**src/rtl/odu_multi_gen_fifo_if.sv**
```systemverilog
// Handshake/data bundle between the multi-channel ODU word generator FIFO and its consumer.
// slave = generator side, master = the block driving enables and pops.
interface odu_multi_gen_fifo_if #(
  parameter int NUM_CH     = 4,
  parameter int DATA_WIDTH = 384,
  parameter int ADDR_WIDTH = 3
);
  localparam int CH_W = (NUM_CH > 1) ? $clog2(NUM_CH) : 1;
  localparam int FW   = DATA_WIDTH + 3 + CH_W;

  logic [NUM_CH-1:0]     enable_chid;
  logic [NUM_CH-1:0]     type_chid;
  logic                  fifo_read_enable;
  logic [DATA_WIDTH-1:0] data_chid;
  logic                  data_valid_chid;
  logic [CH_W-1:0]       ch_id_out;
  logic [FW-1:0]         fifo_data_out;
  logic                  fifo_empty;
  logic                  fifo_full;
  logic [ADDR_WIDTH:0]   fifo_level;

  modport master (
    output enable_chid, type_chid, fifo_read_enable,
    input  data_chid, data_valid_chid, ch_id_out, fifo_data_out,
           fifo_empty, fifo_full, fifo_level
  );

  modport slave (
    input  enable_chid, type_chid, fifo_read_enable,
    output data_chid, data_valid_chid, ch_id_out, fifo_data_out,
           fifo_empty, fifo_full, fifo_level
  );
endinterface

```
**src/rtl/odu_multi_gen_fifo.sv**
```systemverilog
// Round-robin multi-channel ODU pattern generator feeding a shared FIFO.
// Optional status counters (words_written, stall_cycles) are built when ODU_GEN_STATUS_EN is defined.
module odu_multi_gen_fifo #(
  parameter int NUM_CH        = 4,
  parameter int DATA_WIDTH    = 384,
  parameter int ADDR_WIDTH    = 3,
  parameter int ROWS          = 4,
  parameter int WORDS_PER_ROW = 80
) (
  input logic                 clk,
  input logic                 rst,
  odu_multi_gen_fifo_if.slave bus
`ifdef ODU_GEN_STATUS_EN
  ,
  output logic [31:0]         words_written,
  output logic [31:0]         stall_cycles
`endif
);
  localparam int CH_W   = (NUM_CH > 1) ? $clog2(NUM_CH) : 1;
  localparam int FW     = DATA_WIDTH + 3 + CH_W;
  localparam int DEPTH  = 1 << ADDR_WIDTH;
  localparam int REP    = DATA_WIDTH / 32;
  localparam int ROW_W  = (ROWS > 1) ? $clog2(ROWS) : 1;
  localparam int WORD_W = (WORDS_PER_ROW > 1) ? $clog2(WORDS_PER_ROW) : 1;

  // Reset asserts immediately but releases only after two clean clock edges.
  logic [1:0] rst_sync_reg;
  logic       rst_n;

  always_ff @(posedge clk or negedge rst) begin
    if (!rst) begin
      rst_sync_reg <= '0;
    end else begin
      rst_sync_reg <= {rst_sync_reg[0], 1'b1};
    end
  end

  assign rst_n = rst_sync_reg[1];

  logic [CH_W-1:0]       last_grant_reg;
  logic                  valid_reg;
  logic [DATA_WIDTH-1:0] data_reg;
  logic [CH_W-1:0]       ch_reg;
  logic                  row_start_reg;
  logic                  frame_start_reg;

  logic [FW-1:0]         mem [DEPTH];
  logic [ADDR_WIDTH-1:0] wr_ptr_reg;
  logic [ADDR_WIDTH-1:0] rd_ptr_reg;
  logic [ADDR_WIDTH:0]   level_reg;
  logic [FW-1:0]         dout_reg;

  logic [31:0]           seq_reg   [NUM_CH];
  logic [ROW_W-1:0]      row_reg   [NUM_CH];
  logic [WORD_W-1:0]     word_reg  [NUM_CH];
  logic [7:0]            frame_reg [NUM_CH];

  // The in-flight word is counted so the FIFO can never be asked to take a word it has no room for.
  logic [ADDR_WIDTH+1:0] occupancy;
  logic                  can_grant;
  logic                  grant_any;
  logic [CH_W-1:0]       grant_idx;
  logic [CH_W-1:0]       cand;

  assign occupancy = {1'b0, level_reg} + (ADDR_WIDTH+2)'(valid_reg);
  assign can_grant = occupancy < (ADDR_WIDTH+2)'(DEPTH);

  always_comb begin
    grant_any = 1'b0;
    grant_idx = '0;
    cand      = '0;
    if (can_grant) begin
      for (int k = 1; k <= NUM_CH; k++) begin
        cand = CH_W'((int'(last_grant_reg) + k) % NUM_CH);
        if (!grant_any && bus.enable_chid[cand]) begin
          grant_any = 1'b1;
          grant_idx = cand;
        end
      end
    end
  end

  generate
    for (genvar gi = 0; gi < NUM_CH; gi++) begin : g_ch
      logic grant_ch;
      assign grant_ch = grant_any && (grant_idx == CH_W'(gi));

      // A disabled channel restarts at the top of a frame; seq and frame keep counting across gaps.
      always_ff @(posedge clk or negedge rst_n) begin
        if (!rst_n) begin
          seq_reg[gi]   <= '0;
          row_reg[gi]   <= '0;
          word_reg[gi]  <= '0;
          frame_reg[gi] <= '0;
        end else if (!bus.enable_chid[gi]) begin
          row_reg[gi]  <= '0;
          word_reg[gi] <= '0;
        end else if (grant_ch) begin
          seq_reg[gi] <= seq_reg[gi] + 32'd1;
          if (word_reg[gi] == WORD_W'(WORDS_PER_ROW - 1)) begin
            word_reg[gi] <= '0;
            if (row_reg[gi] == ROW_W'(ROWS - 1)) begin
              row_reg[gi]   <= '0;
              frame_reg[gi] <= frame_reg[gi] + 8'd1;
            end else begin
              row_reg[gi] <= row_reg[gi] + ROW_W'(1);
            end
          end else begin
            word_reg[gi] <= word_reg[gi] + WORD_W'(1);
          end
        end
      end
    end
  endgenerate

  always_ff @(posedge clk or negedge rst_n) begin
    if (!rst_n) begin
      last_grant_reg  <= CH_W'(NUM_CH - 1);
      valid_reg       <= 1'b0;
      data_reg        <= '0;
      ch_reg          <= '0;
      row_start_reg   <= 1'b0;
      frame_start_reg <= 1'b0;
    end else begin
      valid_reg <= grant_any;
      if (grant_any) begin
        last_grant_reg  <= grant_idx;
        data_reg        <= {REP{seq_reg[grant_idx]}} ^ {DATA_WIDTH{bus.type_chid[grant_idx]}};
        ch_reg          <= grant_idx;
        row_start_reg   <= (word_reg[grant_idx] == '0);
        frame_start_reg <= (word_reg[grant_idx] == '0) && (row_reg[grant_idx] == '0);
      end
    end
  end

  logic push;
  logic pop;

  assign push = valid_reg;
  assign pop  = bus.fifo_read_enable && (level_reg != '0);

  always_ff @(posedge clk) begin
    if (push) begin
      mem[wr_ptr_reg] <= {1'b1, frame_start_reg, row_start_reg, ch_reg, data_reg};
    end
  end

  always_ff @(posedge clk or negedge rst_n) begin
    if (!rst_n) begin
      wr_ptr_reg <= '0;
      rd_ptr_reg <= '0;
      level_reg  <= '0;
      dout_reg   <= '0;
    end else begin
      if (push) begin
        wr_ptr_reg <= wr_ptr_reg + ADDR_WIDTH'(1);
      end
      if (pop) begin
        rd_ptr_reg <= rd_ptr_reg + ADDR_WIDTH'(1);
        dout_reg   <= mem[rd_ptr_reg];
      end
      case ({push, pop})
        2'b10:   level_reg <= level_reg + (ADDR_WIDTH+1)'(1);
        2'b01:   level_reg <= level_reg - (ADDR_WIDTH+1)'(1);
        default: level_reg <= level_reg;
      endcase
    end
  end

`ifdef ODU_GEN_STATUS_EN
  always_ff @(posedge clk or negedge rst_n) begin
    if (!rst_n) begin
      words_written <= '0;
      stall_cycles  <= '0;
    end else begin
      if (push) begin
        words_written <= words_written + 32'd1;
      end
      if ((|bus.enable_chid) && !can_grant) begin
        stall_cycles <= stall_cycles + 32'd1;
      end
    end
  end
`endif

  assign bus.data_chid       = data_reg;
  assign bus.data_valid_chid = valid_reg;
  assign bus.ch_id_out       = ch_reg;
  assign bus.fifo_data_out   = dout_reg;
  assign bus.fifo_level      = level_reg;
  assign bus.fifo_empty      = (level_reg == '0);
  assign bus.fifo_full       = (level_reg == (ADDR_WIDTH+1)'(DEPTH));
endmodule

```
**src/flat_wrapper.sv**
```systemverilog
// flat-port wrapper written by rule: the top's interface ports become plain ports
module odu_multi_gen_fifo_flat 
#(
  parameter int NUM_CH        = 4,
  parameter int DATA_WIDTH    = 384,
  parameter int ADDR_WIDTH    = 3,
  parameter int ROWS          = 4,
  parameter int WORDS_PER_ROW = 80
)
  (clk, rst, bus_enable_chid, bus_type_chid, bus_fifo_read_enable, bus_data_chid, bus_data_valid_chid, bus_ch_id_out, bus_fifo_data_out, bus_fifo_empty, bus_fifo_full, bus_fifo_level);
  odu_multi_gen_fifo_if #(.NUM_CH(NUM_CH), .DATA_WIDTH(DATA_WIDTH), .ADDR_WIDTH(ADDR_WIDTH)) bus_i ();
  input logic clk;
  input logic rst;
  input wire logic [$bits(bus_i.enable_chid)-1:0] bus_enable_chid;
  input wire logic [$bits(bus_i.type_chid)-1:0] bus_type_chid;
  input wire logic [$bits(bus_i.fifo_read_enable)-1:0] bus_fifo_read_enable;
  output wire logic [$bits(bus_i.data_chid)-1:0] bus_data_chid;
  output wire logic [$bits(bus_i.data_valid_chid)-1:0] bus_data_valid_chid;
  output wire logic [$bits(bus_i.ch_id_out)-1:0] bus_ch_id_out;
  output wire logic [$bits(bus_i.fifo_data_out)-1:0] bus_fifo_data_out;
  output wire logic [$bits(bus_i.fifo_empty)-1:0] bus_fifo_empty;
  output wire logic [$bits(bus_i.fifo_full)-1:0] bus_fifo_full;
  output wire logic [$bits(bus_i.fifo_level)-1:0] bus_fifo_level;
  assign bus_i.enable_chid = bus_enable_chid;
  assign bus_i.type_chid = bus_type_chid;
  assign bus_i.fifo_read_enable = bus_fifo_read_enable;
  assign bus_data_chid = bus_i.data_chid;
  assign bus_data_valid_chid = bus_i.data_valid_chid;
  assign bus_ch_id_out = bus_i.ch_id_out;
  assign bus_fifo_data_out = bus_i.fifo_data_out;
  assign bus_fifo_empty = bus_i.fifo_empty;
  assign bus_fifo_full = bus_i.fifo_full;
  assign bus_fifo_level = bus_i.fifo_level;
  odu_multi_gen_fifo #(.NUM_CH(NUM_CH), .DATA_WIDTH(DATA_WIDTH), .ADDR_WIDTH(ADDR_WIDTH), .ROWS(ROWS), .WORDS_PER_ROW(WORDS_PER_ROW)) u_core (.clk(clk), .rst(rst), .bus(bus_i));
endmodule
```
**config.mk**
```make
export PLATFORM = sky130hd
export DESIGN_NAME = odu_multi_gen_fifo_flat
export DESIGN_NICKNAME = d
export VERILOG_FILES = /design/src/rtl/odu_multi_gen_fifo_if.sv /design/src/rtl/odu_multi_gen_fifo.sv /design/src/flat_wrapper.sv
export SDC_FILE = /design/constraint.sdc
export NUM_CORES = 1
export LEC_CHECK = 0
export ABC_AREA = 1
export CAP_MARGIN = 30
export CORE_AREA = 2 2 310 312
export CTS_CLUSTER_SIZE = 25
export DETAILED_ROUTE_END_ITERATION = 6
export DIE_AREA = 0 0 312 314
export PLACE_DENSITY = 0.55
export SYNTH_ARGS = -nofsm -noshare
export SYNTH_HDL_FRONTEND = slang
export SYNTH_SLANG_ARGS = --single-unit
```
**constraint.sdc**
```tcl
create_clock -name clk -period 16.1 [get_ports clk]
set_input_delay 2.415 -clock clk [delete_from_list [all_inputs] [get_ports clk]]
set_output_delay 2.415 -clock clk [all_outputs]
set_load 0.05 [all_outputs]
```
==> results by group <==
Place
  – I/O Buffers: 792
  – Placed instance area: 35,700 µm²
  – Routability cong.: 0.920
  – Post-DP HPWL: 71,600 µm

Layout
  – Layout area overhead: 19.4%
  – Max reg flops: 288
  – Footprint of the multi-input gates: 9990 µm²
  – Design area: 37,800 µm²
  – Final core area utilization: 40.1%
  – # nets final: 3,690
  – Fillers: roughly 9,500
  – Register area: 15,000 µm²
  – Layout cells sized above 1: 4.95%

Clocking
  – Worst-path clk slew: around 60 ps
  – Num CTS Buffers: 61
  – Post CTS Setup Buffer Count: 0
  – H-tree levels: 2
  – Resize count post-CTS: 0
  – Clock sinks: 540
  – Cts-stage hold buffer count: 0
  – CTS Buffer Depth: 3
  – Clk_lat worst skew: 660 ps
  – CTS tree: yes
  – Root Buffer: clkbuf_16

Synth
  – Synth cell types: 45
  – Syn_nets: 3,650
  – Post-synthesis adder-cell area fraction: less than 1%
  – Netlist Area Pre-Place: 31,700 µm²
  – Avg Synthesized Cell Area: 8.75 µm²
  – Syn Inst Count: roughly 3,600
  – Largest family of logic cells by synthesized area: buffers and inverters
  – Post-Synth Simple-Gate Area: 20.9%
  – Synth warn: 0
  – Top cell type's share of synthesized area: 27.3%
  – Mux cell area share after synthesis: 0%
  – Xor and xnor fraction of the mapped netlist area: 3.79%
  – Sequential area share after synthesis: 47.2%
  – Top cells by area, synth: edfxtp_1 (27%), dfrtp_1 (20%), buf_4 (17%), nand2_1 (8.3%), nand3_1 (6.0%)
  – Post-synthesis compound-gate area fraction: 5.82%
  – Synth area leader: edfxtp_1
  – Synth Register Bits: 540

Critical path
  – Critical path fanouts, max: 87
  – Crit path kind: in -> reg
  – Critical R2R Capture: u_core.bus.data_chid[363]
  – Arr. time, crit path: just under 7000 ps
  – CP required: about 17,000 ps
  – R2r startpoint: u_core.last_grant_reg[0]
  – CP Capture Type: register
  – Worst Setup SP: bus_enable_chid[1]
  – R2r setup slk: 11,520 ps
  – Reg2reg path depth: 18
  – Startpoint types: input port

Floorplan
  – Vert. Die Dim: 314 µm
  – Die ar.: between 90,000 and 100,000 µm²
  – I/O Pins: approximately 790
  – Initial Util: approximately a third
  – Area of the core: 94,400 µm²
  – Width of the die: 312 µm
  – Cell Rows: 113

Hold path
  – Hold crit path type: reg -> async

Routing
  – DR WL/cell: 20.8 µm
  – Drt pass-1 iters: 6
  – Via density per instance: 4.91
  – Routed Wire Length: 104,000 µm
  – Drt first-iter violations: 2,117
  – Antenna-violating nets left: 0
  – DRC viols: 0
  – Vias: between 20,000 and 25,000

Global route
  – Vias in the first global route: approximately 23,000
  – First-pass GRT wire length: 153,000 µm
  – Total gr overflow: 0
  – Largest net degree at the start of global routing: 97
  – Initial antenna violation count: 2
  – GRT Util Overall: 20.2%

Run
  – Max-Cap Viols: 0

STA
  – Slew Limit Fails: 0
  – Fin crit period: 6290 ps
  – Endpoints failing setup: 0
  – Worst-Margin Slew: 1050 ps
  – TNS Setup: 0 ps
  – Worst rel slew slack: 30.1%
  – Hold Vio Cnt, Final: 0
  – Period utilisation layout: 39.1%
  – RSZ-0062 raised after global routing: false
  – Final Skew: 39.7 ps
  – Max Clk Rate: 159 MHz

Outcome
  – Outcome: completed
## cell families after synthesis
logic type	count (synthesis)
xor+xnor	137
flops	540
buf+inv	1081
fa+ha+maj	18
compound gates	310
simple gates	1534
other cells	1
## per-layer routing
layer,part of all wire (%),global-route usage (%),vias up
li1,-,-,11400
met1,45,29.0,12000
met2,46,32.3,925
met3,6.3,2.65,140
met4,2.4,5.22,0
met5,0,0,-
## final cells by class
class | count | share of cell area, %
well taps | 1265 | 4.18
flip-flops and latches | 540 | 39.6
repair buffers | 832 | 22.1
diodes | 1 | 0.00661
clock buffers | 78 | 4.41
clock inverters | 38 | 1.05
inverters | 226 | 2.27
multi-input cells | 2000 | 26.4
## synthesized netlist by cell type, drive strengths merged
cell    instances
o211ai          7
o31ai           4
o22ai           9
edfxtp        288
nand2         710
a21oi          12
o221ai         65
xnor2           3
nand3         385
clkinv          3
nor2          283
nor3b           2
nand4          50
clkbuf         77
ha             17
nand3b          1
dfrtp         250
conb            1
nand2b          1
o21ai         210
dfstp           2
a211oi          1
nor4           25
fa              1
inv           223
or2             2
a22o            1
nor3           75
buf           778
a41oi           1
xor2          134
## critical path: stages
cell             delay, ps
clkdlybuf4s50_1        550
inv_2                  140
nand2_1                 70
nand3_1                100
nand2_1                100
nor2_2                 160
nand2_1                120
o21ai_4                120
buf_4                  500
inv_4                  420
nand2_4                590
buf_4                  780
nand2_1                170
nand3_1                120
nand2_1                 70
nand2_1                 60
nand3_1                110
nand2_1                100
## cell usage in the layout (no fill, tap or decap), types with 8 or more instances in the layout
cell type	synthesis	routed
clkbuf_16	0	61
clkinv_2	0	11
clkdlybuf4s50_1	0	792
o221ai_1	65	65
edfxtp_1	288	288
buf_4	713	33
nor3_1	74	74
xor2_1	134	134
inv_1	211	211
nor2_1	276	267
nand3_1	383	383
nand4_1	49	49
dfrtp_1	250	246
nand2_1	702	702
nor4_1	25	25
nor2_4	1	10
a21oi_1	12	12
o22ai_1	9	9
clkbuf_8	0	8
inv_2	10	10
clkinv_1	3	15
ha_1	17	17
o21ai_0	207	207
clkbuf_1	77	9
## metrics by stage
stage / setup WS, ps / instances / hold slack, ps
6_report: 9810 / 4980 / 275
3_3_place_gp: 9210 / 4855 / 304
5_1_grt: 9400 / 4979 / 330
3_5_place_dp: 9140 / 4862 / 302
2_1_floorplan: 8560 / 3621 / 331
4_1_cts: 9820 / 4978 / 305
## worst max-delay path by stage
| stage | endpoint | slack, ps | depth (start not counted) |
|---|---|---|---|
| floorplan | u_core.bus.ch_id_out[0] | 8560 | 0 |
| global placement | u_core.bus.data_chid[352] | 9210 | 19 |
| detailed placement | u_core.bus.data_chid[352] | 9140 | 19 |
| CTS | u_core.bus.data_chid[363] | 9820 | 18 |
| global route | u_core.bus.data_chid[352] | 9400 | 19 |
| finish | u_core.bus.data_chid[363] | 9810 | 18 |
Power is left out: the tool's default activity adds up to more than one toggle a clock period on the data nets, which glitch-free logic cannot reach.
